===== src/rtl/btb_train_gen_if.sv =====
// Fetch/execute/training bundle for btb_train_gen; the slave side is the generator.
// Statistics signals exist only when BTB_TRAIN_STAT_EN is defined.
interface btb_train_gen_if #(
    parameter int ADDR  = 32,
    parameter int DEPTH = 8
);
    localparam int OW = $clog2(DEPTH) + 1;

    logic            fetch_br_;
    logic            fetch_jump;
    logic [ADDR-1:0] fetch_pc;
    logic            pred_hit;
    logic [ADDR-1:0] pred_addr;
    logic            full;
    logic [OW-1:0]   occupancy;
    logic            exe_res_;
    logic            exe_taken;
    logic [ADDR-1:0] exe_tar_addr;
    logic            flush_;
    logic            underflow;
    logic            br_commit_;
    logic            br_taken_;
    logic            br_miss_;
    logic            jump_commit_;
    logic            jump_miss_;
    logic [ADDR-1:0] com_addr;
    logic [ADDR-1:0] com_tar_addr;
`ifdef BTB_TRAIN_STAT_EN
    logic [31:0]     stat_commit;
    logic [31:0]     stat_miss;

    modport master (
        output fetch_br_, fetch_jump, fetch_pc, pred_hit, pred_addr,
               exe_res_, exe_taken, exe_tar_addr, flush_,
        input  full, occupancy, underflow, br_commit_, br_taken_, br_miss_,
               jump_commit_, jump_miss_, com_addr, com_tar_addr,
               stat_commit, stat_miss
    );
    modport slave (
        input  fetch_br_, fetch_jump, fetch_pc, pred_hit, pred_addr,
               exe_res_, exe_taken, exe_tar_addr, flush_,
        output full, occupancy, underflow, br_commit_, br_taken_, br_miss_,
               jump_commit_, jump_miss_, com_addr, com_tar_addr,
               stat_commit, stat_miss
    );
`else
    modport master (
        output fetch_br_, fetch_jump, fetch_pc, pred_hit, pred_addr,
               exe_res_, exe_taken, exe_tar_addr, flush_,
        input  full, occupancy, underflow, br_commit_, br_taken_, br_miss_,
               jump_commit_, jump_miss_, com_addr, com_tar_addr
    );
    modport slave (
        input  fetch_br_, fetch_jump, fetch_pc, pred_hit, pred_addr,
               exe_res_, exe_taken, exe_tar_addr, flush_,
        output full, occupancy, underflow, br_commit_, br_taken_, br_miss_,
               jump_commit_, jump_miss_, com_addr, com_tar_addr
    );
`endif
endinterface


===== src/rtl/btb_train_gen.sv =====
// BTB training generator: in-order queue of fetched branches/jumps, resolved at the head
// into registered commit/miss strobes. Optional statistics with BTB_TRAIN_STAT_EN.
module btb_train_gen #(
    parameter int ADDR  = 32,
    parameter int DEPTH = 8
) (
    input logic             clk,
    input logic             reset,
    btb_train_gen_if.slave  bus
);
    localparam int PW = $clog2(DEPTH);
    localparam int OW = PW + 1;

    function automatic logic calc_miss(input logic jump, input logic hit,
                                       input logic [ADDR-1:0] pred,
                                       input logic taken, input logic [ADDR-1:0] tar);
        if (jump)
            return !hit || (pred != tar);
        else
            return (hit != taken) || (taken && (pred != tar));
    endfunction

    logic            q_jump [DEPTH];
    logic            q_hit  [DEPTH];
    logic [ADDR-1:0] q_pc   [DEPTH];
    logic [ADDR-1:0] q_pred [DEPTH];

    logic [PW-1:0]   head;
    logic [PW-1:0]   tail;
    logic [OW-1:0]   occ;
    logic            underflow_r;

    logic            br_commit_p1;
    logic            br_taken_p1;
    logic            br_miss_p1;
    logic            jump_commit_p1;
    logic            jump_miss_p1;
    logic [ADDR-1:0] com_addr_p1;
    logic [ADDR-1:0] com_tar_addr_p1;

    logic res;
    logic empty;
    logic is_full;
    logic deq;
    logic enq;
    logic miss;

    always_comb begin
        res     = !bus.exe_res_;
        empty   = (occ == '0);
        is_full = (occ == OW'(DEPTH));
        deq     = res && !empty;
        // A same-edge pop frees a slot for a stalled enqueue; flush drops enqueues.
        enq     = !bus.fetch_br_ && bus.flush_ && (!is_full || deq);
        miss    = calc_miss(q_jump[head], q_hit[head], q_pred[head],
                            bus.exe_taken, bus.exe_tar_addr);
    end

    // Queue storage holds data only; validity comes from occupancy.
    always_ff @(posedge clk) begin
        if (enq) begin
            q_jump[tail] <= bus.fetch_jump;
            q_hit[tail]  <= bus.pred_hit;
            q_pc[tail]   <= bus.fetch_pc;
            q_pred[tail] <= bus.pred_addr;
        end
    end

    // Stage p1: registered training strobes and queue control.
    always_ff @(posedge clk) begin
        if (reset) begin
            head            <= '0;
            tail            <= '0;
            occ             <= '0;
            underflow_r     <= 1'b0;
            br_commit_p1    <= 1'b1;
            br_taken_p1     <= 1'b1;
            br_miss_p1      <= 1'b1;
            jump_commit_p1  <= 1'b1;
            jump_miss_p1    <= 1'b1;
            com_addr_p1     <= '0;
            com_tar_addr_p1 <= '0;
        end else begin
            br_commit_p1    <= 1'b1;
            br_taken_p1     <= 1'b1;
            br_miss_p1      <= 1'b1;
            jump_commit_p1  <= 1'b1;
            jump_miss_p1    <= 1'b1;
            com_addr_p1     <= '0;
            com_tar_addr_p1 <= '0;
            if (deq) begin
                if (q_jump[head]) begin
                    jump_commit_p1 <= 1'b0;
                    jump_miss_p1   <= !miss;
                end else begin
                    br_commit_p1 <= 1'b0;
                    br_taken_p1  <= !bus.exe_taken;
                    br_miss_p1   <= !miss;
                end
                com_addr_p1     <= q_pc[head];
                com_tar_addr_p1 <= bus.exe_tar_addr;
            end
            if (res && empty)
                underflow_r <= 1'b1;
            if (!bus.flush_) begin
                head <= '0;
                tail <= '0;
                occ  <= '0;
            end else begin
                if (deq)
                    head <= head + PW'(1);
                if (enq)
                    tail <= tail + PW'(1);
                if (enq && !deq)
                    occ <= occ + OW'(1);
                else if (deq && !enq)
                    occ <= occ - OW'(1);
            end
        end
    end

    assign bus.full         = is_full;
    assign bus.occupancy    = occ;
    assign bus.underflow    = underflow_r;
    assign bus.br_commit_   = br_commit_p1;
    assign bus.br_taken_    = br_taken_p1;
    assign bus.br_miss_     = br_miss_p1;
    assign bus.jump_commit_ = jump_commit_p1;
    assign bus.jump_miss_   = jump_miss_p1;
    assign bus.com_addr     = com_addr_p1;
    assign bus.com_tar_addr = com_tar_addr_p1;

`ifdef BTB_TRAIN_STAT_EN
    logic [31:0] stat_commit_r;
    logic [31:0] stat_miss_r;

    // Counters survive flush and wrap naturally at 2^32.
    always_ff @(posedge clk) begin
        if (reset) begin
            stat_commit_r <= '0;
            stat_miss_r   <= '0;
        end else if (deq) begin
            stat_commit_r <= stat_commit_r + 32'd1;
            if (miss)
                stat_miss_r <= stat_miss_r + 32'd1;
        end
    end

    assign bus.stat_commit = stat_commit_r;
    assign bus.stat_miss   = stat_miss_r;
`endif
endmodule


===== src/flat_wrapper.sv =====
// flat-port wrapper written by rule: the top's interface ports become plain ports
module btb_train_gen_flat 
#(
    parameter int ADDR  = 32,
    parameter int DEPTH = 8
)
  (clk, reset, bus_fetch_br_, bus_fetch_jump, bus_fetch_pc, bus_pred_hit, bus_pred_addr, bus_exe_res_, bus_exe_taken, bus_exe_tar_addr, bus_flush_, bus_full, bus_occupancy, bus_underflow, bus_br_commit_, bus_br_taken_, bus_br_miss_, bus_jump_commit_, bus_jump_miss_, bus_com_addr, bus_com_tar_addr);
  btb_train_gen_if #(.ADDR(ADDR), .DEPTH(DEPTH)) bus_i ();
  input logic clk;
  input logic reset;
  input wire logic [$bits(bus_i.fetch_br_)-1:0] bus_fetch_br_;
  input wire logic [$bits(bus_i.fetch_jump)-1:0] bus_fetch_jump;
  input wire logic [$bits(bus_i.fetch_pc)-1:0] bus_fetch_pc;
  input wire logic [$bits(bus_i.pred_hit)-1:0] bus_pred_hit;
  input wire logic [$bits(bus_i.pred_addr)-1:0] bus_pred_addr;
  input wire logic [$bits(bus_i.exe_res_)-1:0] bus_exe_res_;
  input wire logic [$bits(bus_i.exe_taken)-1:0] bus_exe_taken;
  input wire logic [$bits(bus_i.exe_tar_addr)-1:0] bus_exe_tar_addr;
  input wire logic [$bits(bus_i.flush_)-1:0] bus_flush_;
  output wire logic [$bits(bus_i.full)-1:0] bus_full;
  output wire logic [$bits(bus_i.occupancy)-1:0] bus_occupancy;
  output wire logic [$bits(bus_i.underflow)-1:0] bus_underflow;
  output wire logic [$bits(bus_i.br_commit_)-1:0] bus_br_commit_;
  output wire logic [$bits(bus_i.br_taken_)-1:0] bus_br_taken_;
  output wire logic [$bits(bus_i.br_miss_)-1:0] bus_br_miss_;
  output wire logic [$bits(bus_i.jump_commit_)-1:0] bus_jump_commit_;
  output wire logic [$bits(bus_i.jump_miss_)-1:0] bus_jump_miss_;
  output wire logic [$bits(bus_i.com_addr)-1:0] bus_com_addr;
  output wire logic [$bits(bus_i.com_tar_addr)-1:0] bus_com_tar_addr;
  assign bus_i.fetch_br_ = bus_fetch_br_;
  assign bus_i.fetch_jump = bus_fetch_jump;
  assign bus_i.fetch_pc = bus_fetch_pc;
  assign bus_i.pred_hit = bus_pred_hit;
  assign bus_i.pred_addr = bus_pred_addr;
  assign bus_i.exe_res_ = bus_exe_res_;
  assign bus_i.exe_taken = bus_exe_taken;
  assign bus_i.exe_tar_addr = bus_exe_tar_addr;
  assign bus_i.flush_ = bus_flush_;
  assign bus_full = bus_i.full;
  assign bus_occupancy = bus_i.occupancy;
  assign bus_underflow = bus_i.underflow;
  assign bus_br_commit_ = bus_i.br_commit_;
  assign bus_br_taken_ = bus_i.br_taken_;
  assign bus_br_miss_ = bus_i.br_miss_;
  assign bus_jump_commit_ = bus_i.jump_commit_;
  assign bus_jump_miss_ = bus_i.jump_miss_;
  assign bus_com_addr = bus_i.com_addr;
  assign bus_com_tar_addr = bus_i.com_tar_addr;
  btb_train_gen #(.ADDR(ADDR), .DEPTH(DEPTH)) u_core (.clk(clk), .reset(reset), .bus(bus_i));
endmodule

===== config.mk =====
export PLATFORM = sky130hd
export DESIGN_NAME = btb_train_gen_flat
export DESIGN_NICKNAME = d
export VERILOG_FILES = /design/src/rtl/btb_train_gen_if.sv /design/src/rtl/btb_train_gen.sv /design/src/flat_wrapper.sv
export SDC_FILE = /design/constraint.sdc
export NUM_CORES = 1
export LEC_CHECK = 0
export CAP_MARGIN = 20
export CORE_UTILIZATION = 60
export CTS_CLUSTER_SIZE = 24
export DETAILED_ROUTE_END_ITERATION = 6
export MAX_ROUTING_LAYER = met4
export PLACE_DENSITY_LB_ADDON = 0.08
export SYNTH_ARGS = -nofsm -noshare
export SYNTH_HDL_FRONTEND = slang
export SYNTH_SLANG_ARGS = --single-unit

===== constraint.sdc =====
create_clock -name clk -period 12.45 [get_ports clk]
set_input_delay 3.1125 -clock clk [delete_from_list [all_inputs] [get_ports clk]]
set_output_delay 3.1125 -clock clk [all_outputs]
set_load 0.05 [all_outputs]

# Word level (Yosys, flattened, before mapping)
# Memory sizes are Yosys's and may differ from the RTL's. A register that Yosys moved wholly into a read port is not among the register bits.
# Cells that the tools add are included.
# classes
n_reduce_logical	25
add_sub_neg	4
n_mux	13
n_bitwise	3
n_eq_ne	3
# ops
operator	n
$ne A32 B32 Y1	1
$mux W3	6
$logic_not A1 Y1	9
$mux W4	2
$logic_and A1 B1 Y1	7
$add A3 B1 Y3 const B	2
$reduce_or A3 Y1	2
$mux W1	5
$add A4 B1 Y4 const B	1
$eq A4 B4 Y1 const B	1
$logic_not A4 Y1	1
$reduce_or A2 Y1	2
$sub A4 B1 Y4 const B	1
$logic_or A1 B1 Y1	3
$not A1 Y1	3
$reduce_bool A2 Y1	1
$ne A1 B1 Y1	1
# totals
register_bits	48
mem_count	4
output_inout_bits	75
ramBits	528
# memory_table
memory	words	word_bits	read_ports	rd_ports_with_merged_regs	wr	line_no	source
u_core.q_pc	8	32	1	1	1	btb_train_gen.sv:25	logic [ADDR-1:0] q_pc [DEPTH];
u_core.q_pred	8	32	1	1	1	btb_train_gen.sv:26	logic [ADDR-1:0] q_pred [DEPTH];
u_core.q_hit	8	1	1	1	1	btb_train_gen.sv:24	logic q_hit [DEPTH];
u_core.q_jump	8	1	1	1	1	btb_train_gen.sv:23	logic q_jump [DEPTH];

# Logic depth before layout (Yosys ltp)
# logic_depth
ltp_word	9
ltp_mapped	11
ltp_nobuf	11

# Worst setup path before layout
# No wires, ideal clock.
# synth_path
kind	input-to-reg
start	input bus_fetch_br_
end	memory u_core.q_hit[6], enable pin
path_slack_ns	3.212
t_arrival_ns	8.653
cell_stages	4
setup_time_ns	0.585
t_required_ns	11.865
cell_sequence	nand2b_1 a21oi_1 nand2_1 nor3b_1
# synth_between
elab_chain_cells	5
# synth_lines
element	line_no	source
start: declaration	flat_wrapper.sv:11	input wire logic [$bits(bus_i.fetch_br_)-1:0] bus_fetch_br_;
$logic_not A1 Y1	btb_train_gen.sv:54	enq = !bus.fetch_br_ && bus.flush_ && (!is_full || deq);
$logic_and A1 B1 Y1 (2 in a row)	btb_train_gen.sv:54	
net u_core.enq	btb_train_gen.sv:45	logic enq;
$mux W1	btb_train_gen.sv:61	if (enq) begin
$mux W1 (not written as such)	btb_train_gen.sv:63	q_hit[tail] <= bus.pred_hit;
end: declaration	btb_train_gen.sv:24	
# The timed path passes the listed nets, and every way through them passes these cells.

# Final worst setup path
# layout_path
start	input bus_flush_
end	memory u_core.q_pred[5][5], enable pin
# layout_between
elab_chain_cells	4
# layout_lines
element	line_no	source
start: declaration	flat_wrapper.sv:19	input wire logic [$bits(bus_i.flush_)-1:0] bus_flush_;
$logic_and A1 B1 Y1 (2 in a row)	btb_train_gen.sv:54	
net u_core.enq	btb_train_gen.sv:45	
$mux W1	btb_train_gen.sv:61	
$mux W1 (not written as such)	btb_train_gen.sv:65	q_pred[tail] <= bus.pred_addr;
end: declaration	btb_train_gen.sv:26	
# The timed path passes the listed nets, and every way through them passes these cells.

==> flow_summary.toml <==
[outcome]
status = "finished clean"

[die]
start_util_pct = 61.4
die_area_sq_um = 38500
core_sq_um = 36900
die_x_um = 196
fp.dieH_um = 196
io_pins = 179
rows = 70

[route]
totalWireLength_um = 41900
drc = 0
vias = 10486
routedWlPerCell_um = 23.0
vias_per_cell = 5.77
dr.pass1.iters = 5
ant_nets = 0
drt_iter0_markers = 671

[critical_path]
endpoint_kind = "register"
path_class = "input port to register"
cpPeakStageDelay_ns = 0.85
cp_cell_sequence = "clkdlybuf4s50_1, nand2b_1, a21oi_1, nand2_1, nor3b_2, buf_4"
path_buf_inv = 2
rr_worst_depth = 8
required_ns = 12.66
path_delay_family = "buffers and inverters"
critPathLaunchType = "input port"
cp_num_cells = 6
crit_fanout = 57
cp.arrival_ns = 6.10
slowest_stage = "buf_4"

[global_route]
grt_pass1_wl_um = 64900
grt_pass1_vias = 10990
grt_start_max_net_pins = 67
grt-ovfl-total = 0
antenna_found_initial = 4
grtUsageTotal_pct = 23.4

[timing]
tns_ns = 0
finalSetupViolations = 0
max_freq_ghz = 0.170
relSlewSlack_pct = 33.4
period_share_pct = 47.3
worst_slack_ns = 6.57
final.min_clock_period_ns = 5.88
hold_viol = 0
rsz0062_at_grt = "false"
drv_slew = 0
skew_ns = 0.0155
worstMarginPinSlew_ns = 0.998

[layout]
layout-drive-gt1-share_pct = 18.1
seq_area_sq_um = 17500
layout_commonest_cell = "edfxtp_1"
final_cell_area_sq_um = 26900
fillers = 2190
fin_nets = 1371
multi_input_area_sq_um = 4850
area_growth_pct = 18.6
utilization_pct = 72.8
layout_common_cells = "528 x edfxtp_1, 178 x clkdlybuf4s50_1, 113 x mux4_2"

[power_and_ir_drop]
p_leak_nw = 8.44
p_per_area_nw_per_um2 = 157
ir_drop_uv = 119

[placement]
portBuffers = 178
gp_congestion = 0.766
hpwl_um = 22900
place_area_sq_um = 25000
place_ws_ns = 6.00

[worst_hold_path]
hold_path_class = "register to register"
min_path_cells = 2

[clock_tree]
cts_max_path_buffers = 3
cts_tree = "done"
clk_latency_ns = 0.61
post_cts_buffers = 0
hold_buffers = 0
cts_resized = 0
clock-sinks = 611
clkTransAtPathRegs_ns = 0.06
cts_made_buffers = 58
ctsRootBufferMaster = "clkbuf_16"
htreeDepth = 2

[logic_synthesis]
syn-num-nets = 1161
ys_top_cells_by_area = "edfxtp_1 70%, mux4_2 11%, dfxtp_1 7.3%"
synthDistinctLibCells = 40
synth-seq-cells = 611
netlist_area_sq_um = 22600
syn_inst = 1051
avgSynthCellArea_sq_um = 21.5
ys_seq_area_share_pct = 77.4
yosys_warnings = 0
synth_top_area_share_pct = 70.0
yosys.area.top_type = "edfxtp_1"

[flow_run]
cap_violations = 0
registers in the layout (all words and copies together), names as in the netlist, named ones only:
| register | count |
|---|---|
| u_core.q_hit | 8 |
| u_core.bus.occupancy | 4 |
| u_core.bus.com_tar_addr | 32 |
| u_core.head | 3 |
| u_core.tail | 3 |
| u_core.bus.br_miss_ | 1 |
| u_core.bus.jump_commit_ | 1 |
| u_core.bus.jump_miss_ | 1 |
| u_core.bus.br_taken_ | 1 |
| u_core.bus.com_addr | 32 |
| u_core.bus.br_commit_ | 1 |
| u_core.q_pc | 256 |
| u_core.bus.underflow | 1 |
| u_core.q_jump | 8 |
| u_core.q_pred | 256 |
power by group:
group | leakage [nW] | internal [mW] | switching [mW] | total (mW)
clock network | 0.916 | 0.991 | 0.715 | 1.71
logic | 2.07 | 0.106 | 0.133 | 0.239
registers | 5.45 | 2.25 | 0.0148 | 2.26
Yosys cell counts (all sizes together):
cell type,count
nor3b,4
and2,33
nand3,1
buf,26
clkbuf,21
nand2b,5
o2111ai,2
mux4,126
nor3,3
mux2,2
nor2b,2
nand2,12
nand4,5
a21oi,9
a22oi,6
dfxtp,83
a21o,1
o211ai,2
or3,2
or2,1
mux2i,73
nor4b,1
inv,4
and3,3
o21ai,2
xnor2,7
nor4,3
edfxtp,528
xor2,29
nor2,49
fa,1
ha,5
worst min-delay path, stage by stage (launching register included):
cell and delay [ns]:
dfxtp_1 0.33, a21oi_1 0.04, nor2_1 0.07
stage by stage:
stage	hold slack [ns]	cells	total power, mW
floorplan	0.492	1051	2.45
global route	0.520	1818	4.34
detailed placement	0.468	1704	2.55
finish	0.481	1818	4.21
global placement	0.464	1704	2.54
CTS	0.485	1814	4.25
final timing paths:
| path | slack (ns) | startpoint | end |
|---|---|---|---|
| worst max register to register | 9.02 | register | u_core.bus.br_miss_$_SDFF_PP1_ |
| worst min register to register | 0.48 | u_core.bus.underflow$_SDFFE_PP0P_ | u_core.bus.underflow$_SDFFE_PP0P_ |
| worst max-delay path | 6.57 | bus_flush_ | u_core.q_pred[5][5]$_DFFE_PP_ |
| worst min-delay path | 0.48 | u_core.bus.underflow$_SDFFE_PP0P_ | u_core.bus.underflow$_SDFFE_PP0P_ |
cells by family after synthesis:
| logic type | Yosys count | synth area share [%] |
|---|---|---|
| flip-flops | 611 | 77.4 |
| multiplexers | 201 | 16.1 |
| AND/OR/NAND/NOR | 124 | 2.77 |
| buffers and inverters | 51 | 1.41 |
| XOR/XNOR | 36 | 1.39 |
| AO/OA/AOI/OAI | 22 | 0.619 |
| adder cells (fa/ha/maj) | 6 | 0.365 |
metal layers:
metal  vias up  GRT usage, %  routed length (um)
met2       296          37.2               21300
met5         -             -                   0
met4         0          6.54                 742
li1       4680             -                   -
met1      5456          31.2               17500
met3        54          4.88                2350
layout make-up:
type,instances,area share [%]
flip-flops and latches,611,65.3
multi-input cells,389,18.1
repair buffers,197,7.24
clock buffers,78,5.87
well taps,504,2.35
clock inverters,32,1.10
inverters,4,0.0559
diodes,3,0.0280
Power figures use the tool's default switching activity.
